File: src/rtl/sync_arith_result_collector_pkg.sv
// Shared definitions for the arithmetic-unit result collector: widths,
// the FIFO entry layout and a saturating increment helper.
package sync_arith_pkg;

  localparam int STATUS_W      = 4;
  localparam int DEFAULT_BITS  = 32;
  localparam int DEFAULT_DEPTH = 8;
  localparam int DROP_W        = 16;

  // One captured result/status pair as emitted by the arithmetic unit.
  typedef struct packed {
    logic [DEFAULT_BITS-1:0] result;
    logic [STATUS_W-1:0]     status;
  } arith_entry_t;

  // Increment a drop count, holding at all-ones instead of wrapping.
  function automatic logic [DROP_W-1:0] sat_inc_drop(input logic [DROP_W-1:0] value);
    logic [DROP_W-1:0] next_value;
    if (value == {DROP_W{1'b1}}) begin
      next_value = value;
    end else begin
      next_value = value + {{(DROP_W-1){1'b0}}, 1'b1};
    end
    return next_value;
  endfunction

endpackage

File: src/rtl/sync_arith_result_collector_if.sv
// Bus between the arithmetic unit / consumer side and the result collector.
// The slave modport is the collector; the master modport is whoever drives
// the unit results and consumes the FIFO head.
interface sync_arith_result_collector_if
  import sync_arith_pkg::*;
#(
  parameter int BITS  = DEFAULT_BITS,
  parameter int DEPTH = DEFAULT_DEPTH
);

  // Producer side (arithmetic unit outputs)
  logic                    i_valid;
  logic [BITS-1:0]         i_result;
  logic [STATUS_W-1:0]     i_status;
  logic                    i_clear_sticky;

  // Consumer handshake and FIFO head
  logic                    i_ready;
  logic                    o_valid;
  logic [BITS-1:0]         o_result;
  logic [STATUS_W-1:0]     o_status;

  // Occupancy and monitoring
  logic [$clog2(DEPTH):0]  o_count;
  logic                    o_full;
  logic                    o_empty;
  logic [STATUS_W-1:0]     o_sticky_status;
  logic [DROP_W-1:0]       o_dropped;

  modport slave (
    input  i_valid, i_result, i_status, i_clear_sticky, i_ready,
    output o_valid, o_result, o_status, o_count, o_full, o_empty,
           o_sticky_status, o_dropped
  );

  modport master (
    output i_valid, i_result, i_status, i_clear_sticky, i_ready,
    input  o_valid, o_result, o_status, o_count, o_full, o_empty,
           o_sticky_status, o_dropped
  );

endinterface

File: src/rtl/sync_arith_fifo.sv
// Generic show-ahead FIFO: storage, wrapping pointers and occupancy count.
// The caller is responsible for never pushing into a full FIFO unless it
// pops in the same cycle. The head is forced to zero while empty so that
// stale storage never reaches the outputs.
module sync_arith_fifo
  import sync_arith_pkg::*;
#(
  parameter int  DEPTH   = DEFAULT_DEPTH,
  parameter type entry_t = arith_entry_t,
  localparam int PTR_W   = $clog2(DEPTH),
  localparam int CNT_W   = PTR_W + 1
) (
  input  logic             i_clk,
  input  logic             i_reset,
  input  logic             i_push,
  input  logic             i_pop,
  input  entry_t           i_wdata,
  output entry_t           o_rdata,
  output logic [CNT_W-1:0] o_count,
  output logic             o_full,
  output logic             o_empty
);

  entry_t           mem_q [DEPTH];
  logic [PTR_W-1:0] wr_ptr_q, wr_ptr_d;
  logic [PTR_W-1:0] rd_ptr_q, rd_ptr_d;
  logic [CNT_W-1:0] count_q, count_d;

  // Next pointer and occupancy values; pointers wrap naturally at DEPTH.
  always_comb begin
    wr_ptr_d = wr_ptr_q;
    rd_ptr_d = rd_ptr_q;
    count_d  = count_q;
    if (i_push) begin
      wr_ptr_d = wr_ptr_q + PTR_W'(1);
    end else begin
      wr_ptr_d = wr_ptr_q;
    end
    if (i_pop) begin
      rd_ptr_d = rd_ptr_q + PTR_W'(1);
    end else begin
      rd_ptr_d = rd_ptr_q;
    end
    case ({i_push, i_pop})
      2'b10:   count_d = count_q + CNT_W'(1);
      2'b01:   count_d = count_q - CNT_W'(1);
      default: count_d = count_q;
    endcase
  end

  // Pointer and count registers, cleared asynchronously.
  always_ff @(posedge i_clk or posedge i_reset) begin
    if (i_reset) begin
      wr_ptr_q <= '0;
      rd_ptr_q <= '0;
      count_q  <= '0;
    end else begin
      wr_ptr_q <= wr_ptr_d;
      rd_ptr_q <= rd_ptr_d;
      count_q  <= count_d;
    end
  end

  // Entry storage; contents need no reset because the head is masked when empty.
  always_ff @(posedge i_clk) begin
    if (i_push) begin
      mem_q[wr_ptr_q] <= i_wdata;
    end
  end

  // Head entry and occupancy flags, all derived from registered state only.
  always_comb begin
    o_rdata = '0;
    o_count = count_q;
    o_full  = (count_q == CNT_W'(DEPTH));
    o_empty = (count_q == CNT_W'(0));
    if (count_q == CNT_W'(0)) begin
      o_rdata = '0;
    end else begin
      o_rdata = mem_q[rd_ptr_q];
    end
  end

endmodule

File: src/rtl/sync_arith_result_collector.sv
// Receive-side collector for the synchronous arithmetic unit. Every valid
// result/status pair is queued for a downstream valid/ready consumer. The
// unit cannot be stalled, so overflows are counted rather than
// back-pressured, and all seen status bits are accumulated as sticky flags.
module sync_arith_result_collector
  import sync_arith_pkg::*;
#(
  parameter int BITS  = DEFAULT_BITS,
  parameter int DEPTH = DEFAULT_DEPTH
) (
  input logic                          i_clk,
  input logic                          i_reset,
  sync_arith_result_collector_if.slave bus
);

  localparam int CNT_W = $clog2(DEPTH) + 1;

  // Entry layout matching arith_entry_t but following the BITS parameter.
  typedef struct packed {
    logic [BITS-1:0]     result;
    logic [STATUS_W-1:0] status;
  } entry_t;

  logic                push_s;
  logic                pop_s;
  logic                drop_s;
  entry_t              wr_entry_s;
  entry_t              head_s;
  logic [CNT_W-1:0]    count_s;
  logic                full_s;
  logic                empty_s;

  logic [STATUS_W-1:0] sticky_q, sticky_d;
  logic [DROP_W-1:0]   dropped_q, dropped_d;

  // Handshake qualification: a full FIFO still accepts when the head leaves the same cycle.
  always_comb begin
    pop_s             = (!empty_s) && bus.i_ready;
    push_s            = bus.i_valid && ((!full_s) || pop_s);
    drop_s            = bus.i_valid && full_s && (!pop_s);
    wr_entry_s        = '0;
    wr_entry_s.result = bus.i_result;
    wr_entry_s.status = bus.i_status;
  end

  sync_arith_fifo #(
    .DEPTH   (DEPTH),
    .entry_t (entry_t)
  ) u_fifo (
    .i_clk   (i_clk),
    .i_reset (i_reset),
    .i_push  (push_s),
    .i_pop   (pop_s),
    .i_wdata (wr_entry_s),
    .o_rdata (head_s),
    .o_count (count_s),
    .o_full  (full_s),
    .o_empty (empty_s)
  );

  // Sticky status and drop counter next state; new data wins over a clear.
  always_comb begin
    sticky_d  = sticky_q;
    dropped_d = dropped_q;
    if (bus.i_clear_sticky) begin
      if (bus.i_valid) begin
        sticky_d = bus.i_status;
      end else begin
        sticky_d = {STATUS_W{1'b0}};
      end
    end else if (bus.i_valid) begin
      sticky_d = sticky_q | bus.i_status;
    end else begin
      sticky_d = sticky_q;
    end
    if (drop_s) begin
      dropped_d = sat_inc_drop(dropped_q);
    end else begin
      dropped_d = dropped_q;
    end
  end

  // Monitoring registers, cleared asynchronously with the FIFO.
  always_ff @(posedge i_clk or posedge i_reset) begin
    if (i_reset) begin
      sticky_q  <= {STATUS_W{1'b0}};
      dropped_q <= {DROP_W{1'b0}};
    end else begin
      sticky_q  <= sticky_d;
      dropped_q <= dropped_d;
    end
  end

  assign bus.o_valid         = !empty_s;
  assign bus.o_result        = head_s.result;
  assign bus.o_status        = head_s.status;
  assign bus.o_count         = count_s;
  assign bus.o_full          = full_s;
  assign bus.o_empty         = empty_s;
  assign bus.o_sticky_status = sticky_q;
  assign bus.o_dropped       = dropped_q;

endmodule

File: src/flat_wrapper.sv
// flat-port wrapper written by rule: the top's interface ports become plain ports
module sync_arith_result_collector_flat import sync_arith_pkg::*;
#(
  parameter int BITS  = DEFAULT_BITS,
  parameter int DEPTH = DEFAULT_DEPTH
)
  (i_clk, i_reset, bus_i_valid, bus_i_result, bus_i_status, bus_i_clear_sticky, bus_i_ready, bus_o_valid, bus_o_result, bus_o_status, bus_o_count, bus_o_full, bus_o_empty, bus_o_sticky_status, bus_o_dropped);
  sync_arith_result_collector_if #(.BITS(BITS), .DEPTH(DEPTH)) bus_i ();
  input logic i_clk;
  input logic i_reset;
  input wire logic [$bits(bus_i.i_valid)-1:0] bus_i_valid;
  input wire logic [$bits(bus_i.i_result)-1:0] bus_i_result;
  input wire logic [$bits(bus_i.i_status)-1:0] bus_i_status;
  input wire logic [$bits(bus_i.i_clear_sticky)-1:0] bus_i_clear_sticky;
  input wire logic [$bits(bus_i.i_ready)-1:0] bus_i_ready;
  output wire logic [$bits(bus_i.o_valid)-1:0] bus_o_valid;
  output wire logic [$bits(bus_i.o_result)-1:0] bus_o_result;
  output wire logic [$bits(bus_i.o_status)-1:0] bus_o_status;
  output wire logic [$bits(bus_i.o_count)-1:0] bus_o_count;
  output wire logic [$bits(bus_i.o_full)-1:0] bus_o_full;
  output wire logic [$bits(bus_i.o_empty)-1:0] bus_o_empty;
  output wire logic [$bits(bus_i.o_sticky_status)-1:0] bus_o_sticky_status;
  output wire logic [$bits(bus_i.o_dropped)-1:0] bus_o_dropped;
  assign bus_i.i_valid = bus_i_valid;
  assign bus_i.i_result = bus_i_result;
  assign bus_i.i_status = bus_i_status;
  assign bus_i.i_clear_sticky = bus_i_clear_sticky;
  assign bus_i.i_ready = bus_i_ready;
  assign bus_o_valid = bus_i.o_valid;
  assign bus_o_result = bus_i.o_result;
  assign bus_o_status = bus_i.o_status;
  assign bus_o_count = bus_i.o_count;
  assign bus_o_full = bus_i.o_full;
  assign bus_o_empty = bus_i.o_empty;
  assign bus_o_sticky_status = bus_i.o_sticky_status;
  assign bus_o_dropped = bus_i.o_dropped;
  sync_arith_result_collector #(.BITS(BITS), .DEPTH(DEPTH)) u_core (.i_clk(i_clk), .i_reset(i_reset), .bus(bus_i));
endmodule
File: config.mk
export PLATFORM = sky130hd
export DESIGN_NAME = sync_arith_result_collector_flat
export DESIGN_NICKNAME = d
export VERILOG_FILES = /design/src/rtl/sync_arith_result_collector_pkg.sv /design/src/rtl/sync_arith_result_collector_if.sv /design/src/rtl/sync_arith_fifo.sv /design/src/rtl/sync_arith_result_collector.sv /design/src/flat_wrapper.sv
export SDC_FILE = /design/constraint.sdc
export NUM_CORES = 1
export LEC_CHECK = 0
export CAP_MARGIN = 20
export CORE_MARGIN = 1
export CORE_UTILIZATION = 66
export CTS_BUF_LIST = sky130_fd_sc_hd__clkbuf_2
export DETAILED_ROUTE_END_ITERATION = 10
export DONT_BUFFER_PORTS = 1
export PLACE_DENSITY = 0.93
export SLEW_MARGIN = 15
export SYNTH_ARGS = -nofsm -noshare
export SYNTH_HDL_FRONTEND = slang
export SYNTH_SLANG_ARGS = --single-unit
File: constraint.sdc
create_clock -name i_clk -period 4.5 [get_ports i_clk]
set_input_delay 0.45 -clock i_clk [delete_from_list [all_inputs] [get_ports i_clk]]
set_output_delay 0.45 -clock i_clk [all_outputs]
set_load 0.1 [all_outputs]
# After elaboration in Yosys (flattened, before gate mapping)
# Memories as Yosys holds them, arrays and structs flattened.
# Cells that the tools add are included.
word_totals:
  regBits: 30
  ramBits: 288
  inputBits: 41
  output_inout_bits: 63
  word_cells: 36
  n_memories: 1
classes:
  addsub: 5
  eq_ne: 4
  muxes: 7
  bitwise_logic: 2
  n_reduce_logical: 12
memory_table:
  columns: ["name", "words", "word_bits", "rd", "rd_clocked_by_memory_dff", "write_ports", "line", "text"]
  rows:
  - ["u_core.u_fifo.mem_q", 8, 36, 1, 0, 1, "sync_arith_fifo.sv:24", "entry_t mem_q [DEPTH];"]
ops:
  columns: ["op", "n"]
  rows:
  - ["36-bit two-way mux", 1]
  - ["16-bit by 1-bit adder with 16-bit output, second input constant", 1]
  - ["16-bit == test, second input constant", 1]
  - ["4-bit two-way mux", 3]
  - ["4-bit case mux with 2 select lines", 1]
  - ["3-bit by 1-bit adder with 3-bit output, second input constant", 2]
  - ["4-bit by 1-bit adder with 4-bit output, second input constant", 1]
  - ["4-bit == test, second input constant", 1]
  - ["1-bit logical AND", 4]
  - ["4-bit logical NOT", 1]
  - ["4-bit bitwise OR", 1]
  - ["2-bit nonzero test", 2]
  - ["4-bit by 1-bit subtractor with 4-bit output, second input constant", 1]
  - ["1-bit logical NOT", 3]
  - ["2-bit by 1-bit == test with 1-bit output, second input constant", 1]
  - ["2-bit == test, second input constant", 1]
  - ["1-bit two-way mux", 2]
  - ["2-bit AND reduction", 1]
  - ["1-bit logical OR", 1]
  - ["1-bit inverter", 1]

# Depth between registers and ports, before layout
logic_depth:
  depth_word: 7
  ltp_mapped: 7
  depth_no_buf: 7

# Cells and area by module
# From an unflattened synthesis, not the netlist that was laid out.
hier_totals:
  hier_cells: 580
  hier_area_um2: 12517.0
modules_own_cells:
  columns: ["module", "instances", "cells_each", "area_each_um2", "seq_area_each_um2"]
  rows:
  - ["sync_arith_fifo", 1, 482, 11457.2, 8898.5]
  - ["sync_arith_result_collector", 1, 98, 1059.8, 500.5]

# Worst setup path before layout
# Ideal clock, no wire load.
synth_timing:
  path_kind: "reg2out"
  from: "register u_core.u_fifo.count_q[0], in the netlist u_core.u_fifo.o_count[0]"
  to: "output bus_o_result[22]"
  t_arrival_ns: 4.285
  required_time_ns: 4.050
  setup_slack_ns: -0.235
  path_stages_with_launch: 6
  n_path_buf: 2
  cell_sequence: "dfrtp_1 > or4_1 > inv_1 > buf_2 > buf_1 > nor2_1"
synth_via:
  elab_chain_len: 2
synth_lines:
  columns: ["item", "line", "text"]
  rows:
  - ["start, declared", "sync_arith_fifo.sv:27", "logic [CNT_W-1:0] count_q, count_d;"]
  - ["start signal, assigned", "sync_arith_fifo.sv:60", "count_q <= count_d;"]
  - ["4-bit logical NOT", null, null]
  - ["named net bus_o_empty", "flat_wrapper.sv:21", "output wire logic [$bits(bus_i.o_empty)-1:0] bus_o_empty;"]
  - ["36-bit two-way mux", "sync_arith_fifo.sv:77", "if (count_q == CNT_W'(0)) begin"]
  - ["end, declared", "flat_wrapper.sv:17", "output wire logic [$bits(bus_i.o_result)-1:0] bus_o_result;"]
# The timed path passes the listed nets, and every way through them passes these cells.

# Final worst setup path
layout_timing:
  from: "register u_core.u_fifo.count_q[3], in the netlist u_core.u_fifo.o_count[3]"
  to: "output bus_o_empty"
layout_via:
  elab_chain_len: 1
layout_lines:
  columns: ["item", "line", "text"]
  rows:
  - ["4-bit logical NOT", "sync_arith_fifo.sv:76", "o_empty = (count_q == CNT_W'(0));"]
  - ["end, declared", "flat_wrapper.sv:21", null]
# No other way between the ends.

==> summary.md <==
| Metric | Value |
|---|---|
| Worst Tran Pin Value | 1100 ps |
| Tmin final | 3860 ps |
| Setup violators final | 0 |
| Slowest cell on crit path | dfrtp_1 |
| Multi-input gate area | 3040 µm² |
| Crit path max-delay family | buffers and inverters |
| Register area | 9410 µm² |
| Number of synthesized flops with an enable pin | 288 |
| Async set or reset register ratio after synthesis | 0.0943 |
| Synth Area in Compound Gates | 0.0108 |
| Wire per inst | 25.4 µm |
| Met3 GRT Util | 0.0781 |
| Met1 global-route usage | 0.360 |
| WS Path Type | flip-flop to output port |
| Unique cell type count in the Yosys netlist | 36 |
| Post-layout net count | 806 |
| CTS tree | yes |
| # DRC | 10 |
| Worst setup margin | 645 ps |
| Initial antenna violation count | 4 |
| Clock Pin Slew Worst Setup and Hold Paths | 100 ps |
| Global route overflow | 0 |
| Yosys warnings | 0 |
| Fmax achieved | 259 MHz |
| Die height | 139 µm |
| Die X | 139 µm |
| GRT Overall Usage | 0.282 |
| Critical path required time | 4050 ps |
| Sequential area share after synthesis | 0.756 |
| # clock sinks | 318 |
| Post-Synth Simple-Gate Area | 0.0398 |
| WP data arrival | 3410 ps |
| Dpl hpwl | 15.2 mm |
| Inserted Clock Buffers | 76 |
| Fin. Hold Viols | 0 |
| Vias per inst | 6.35 |
| Vias | 6702 |
| Vias in the first global route | 7080 |
| Main combinational cell family by area after synthesis | multiplexers |
| CP peak stage delay | 790 ps |
| Synth Area in XOR/XNOR | 0.0120 |
| Placeable Area | 18200 µm² |
| Seq cells post-synth | 318 |
| Synth Area in Adders | 0.00403 |
| Total wire length | 26.8 mm |
| Worst Setup End Kind | output port |
| Max capacitance violation total | 0 |
| Pre-antenna DRT Iters | 8 |
| Worst hold path type | input port to flip-flop |
| # H-tree levels | 3 |
| Starting Density | 0.683 |
| RSZ-0062 raised after global routing | false |
| CP Launch Type | flip-flop |
| Slew margin rel. | 0.268 |
| Syn-to-layout area delta | 16.0% |
| Syn avg cell area | 20.3 µm² |
| Clk buf depth | 3 |
| Gp weighted congestion | 0.799 |
| Ports | 104 |
| Ys flop type | edfxtp_1 |
| Die area | 19400 µm² |
| Clk_skew | 59.1 ps |
| Non-Filler Instances | 1056 |
| Post-CTS Setup Bufs | 0 |
| Status | finished with violations |
| Pre-CTS setup slack | 917 ps |
| Largest net degree at the start of global routing | 75 |
| DP Cell Count | 870 |
| Crit path buf inv count | 3 |
| Clock Tree Root | clkbuf_2 |
| 1st-iter DRT viols | 613 |
| Post-synthesis cell count | 611 |
| Critical path, cell by cell | or4_1, buf_4, inv_4, buf_4 |
| Post-Syn Area | 12400 µm² |
| Synthesized Nets | 656 |
| Failing checks | DRC |
| Layout cell share with drive strength beyond 1 | 0.377 |
| Skew-Pair Late Insertion Delay | 800 ps |
| Worst-path fanout max | 38 |
| Filler Cells Inserted | 909 |
| GRT busiest layer | met2 |
| Final worst path period share | 0.857 |
| Met2 Track Usage GR | 0.457 |
| I/O Buffers | 0 |
| Final Max Tran Viols | 0 |
| Worst path most repeated cell | buf_4 |
| FP Rows | 49 |
| First-pass GRT wire length | 39.8 mm |
| Post-synthesis mux area share | 0.166 |
| Remaining antenna violation count after routing | 0 |
-- flip-flops by register name, summed over array words and instances, names as in the netlist --
signal,cells
u_core.bus.o_dropped,16
u_core.bus.o_sticky_status,4
u_core.u_fifo.mem_q,288
u_core.u_fifo.o_count,4
u_core.u_fifo.rd_ptr_q,3
u_core.u_fifo.wr_ptr_q,3
-- routing by layer --
layer  vias up  part of all wire
li1       2835                 -
met1      3429              0.38
met2       374              0.51
met3        64             0.078
met4         0             0.026
met5         -                 0
-- stage by stage --
stage                      util  TNS, ps  area, µm²  hold slack [ps]
after floorplan               -    -2110      12400              487
after global placement    0.723        0      13200              504
after detailed placement  0.729        0      13300              461
after CTS                 0.790        0      14400             16.7
after global routing      0.792        0      14400             74.2
final                     0.792        0      14400              104
-- cell type report --
class,count,area share
Sequential cell,318,0.652
Clock inverter,29,0.0102
Antenna cell,4,0.000694
Multi-Input combinational cell,258,0.211
Clock buffer,111,0.0385
Timing Repair Buffer,99,0.0649
Inverter,8,0.00226
Tap cell,229,0.0199
-- cell usage after synthesis, types with 2 or more instances --
cell type  instances  share of area
edfxtp_1         288           0.70
a21oi_1            2        0.00081
nor3_1             4         0.0016
nand2b_1           5         0.0025
mux4_2            72           0.13
and3_1             7         0.0035
nor2_1            45          0.014
inv_1              8         0.0024
o211ai_1           5         0.0030
or4_1              2         0.0012
xnor2_1           16          0.011
buf_1              7         0.0021
dfrtp_1           30          0.060
nand4_1            5         0.0025
o21ai_0            9         0.0036
ha_1               4         0.0040
nand3_1            7         0.0028
buf_2              9         0.0036
nand2_1           19         0.0057
mux2i_1           37          0.030
clkbuf_1          11         0.0033
mux2_2             5         0.0045
-- worst min-delay path, cell delays in order --
cell,delay [ps]
nand2b_1,150
nor4_4,90
o2111ai_1,100
xnor2_1,70
-- kinds of logic after synthesis --
family                     after synthesis
xor gates and xnor gates                17
muxes                                  115
adders and majority gates                4
AOI/OAI and AO/OA                       21
and+or+nand+nor                        101
buffers and inverters                   35
DFF                                    318
-- worst paths after layout --
| check | from | to | slack (ps) | depth (start not counted) |
|---|---|---|---|---|
| max | u_core.u_fifo.o_count[3] | bus_o_empty | 640 | 4 |
| min in group asynchronous | i_reset | u_core.u_fifo.rd_ptr_q[1] | 160 | 2 |
| min | bus_i_valid | u_core.bus.o_dropped[9] | 100 | 4 |
| max in group asynchronous | i_reset | u_core.bus.o_dropped[12] | 3760 | 3 |
| min reg2reg | u_core.u_fifo.wr_ptr_q[0] | u_core.u_fifo.wr_ptr_q[0] | 580 | 2 |
| max reg2reg | u_core.u_fifo.o_count[3] | u_core.u_fifo.mem_q[0][31] | 880 | 5 |
-- placed cells by master, fill, tap and decap left out, types with 6 or more instances in the layout --
cell type	synthesis	final
and3_1	7	7
mux4_2	72	72
dlygate4sd3_1	0	41
edfxtp_1	288	288
nor2_4	0	6
nand3_1	7	7
mux2i_1	37	37
inv_1	8	7
o21ai_0	9	9
dfrtp_1	30	27
clkinv_1	0	17
nand2_1	19	19
clkbuf_2	0	111
clkinv_2	0	7
buf_4	0	51
nor2_2	0	36
xnor2_1	16	16
-- timing repair --
action	in CTS	in global routing
hold buffers	41	0
endpoints found under the setup margin	0	1
endpoints found under the hold margin	331	0
resized for setup	0	1
Power is not shown: default switching activity piles up to over one toggle a cycle in this logic, so the estimate is an artifact.
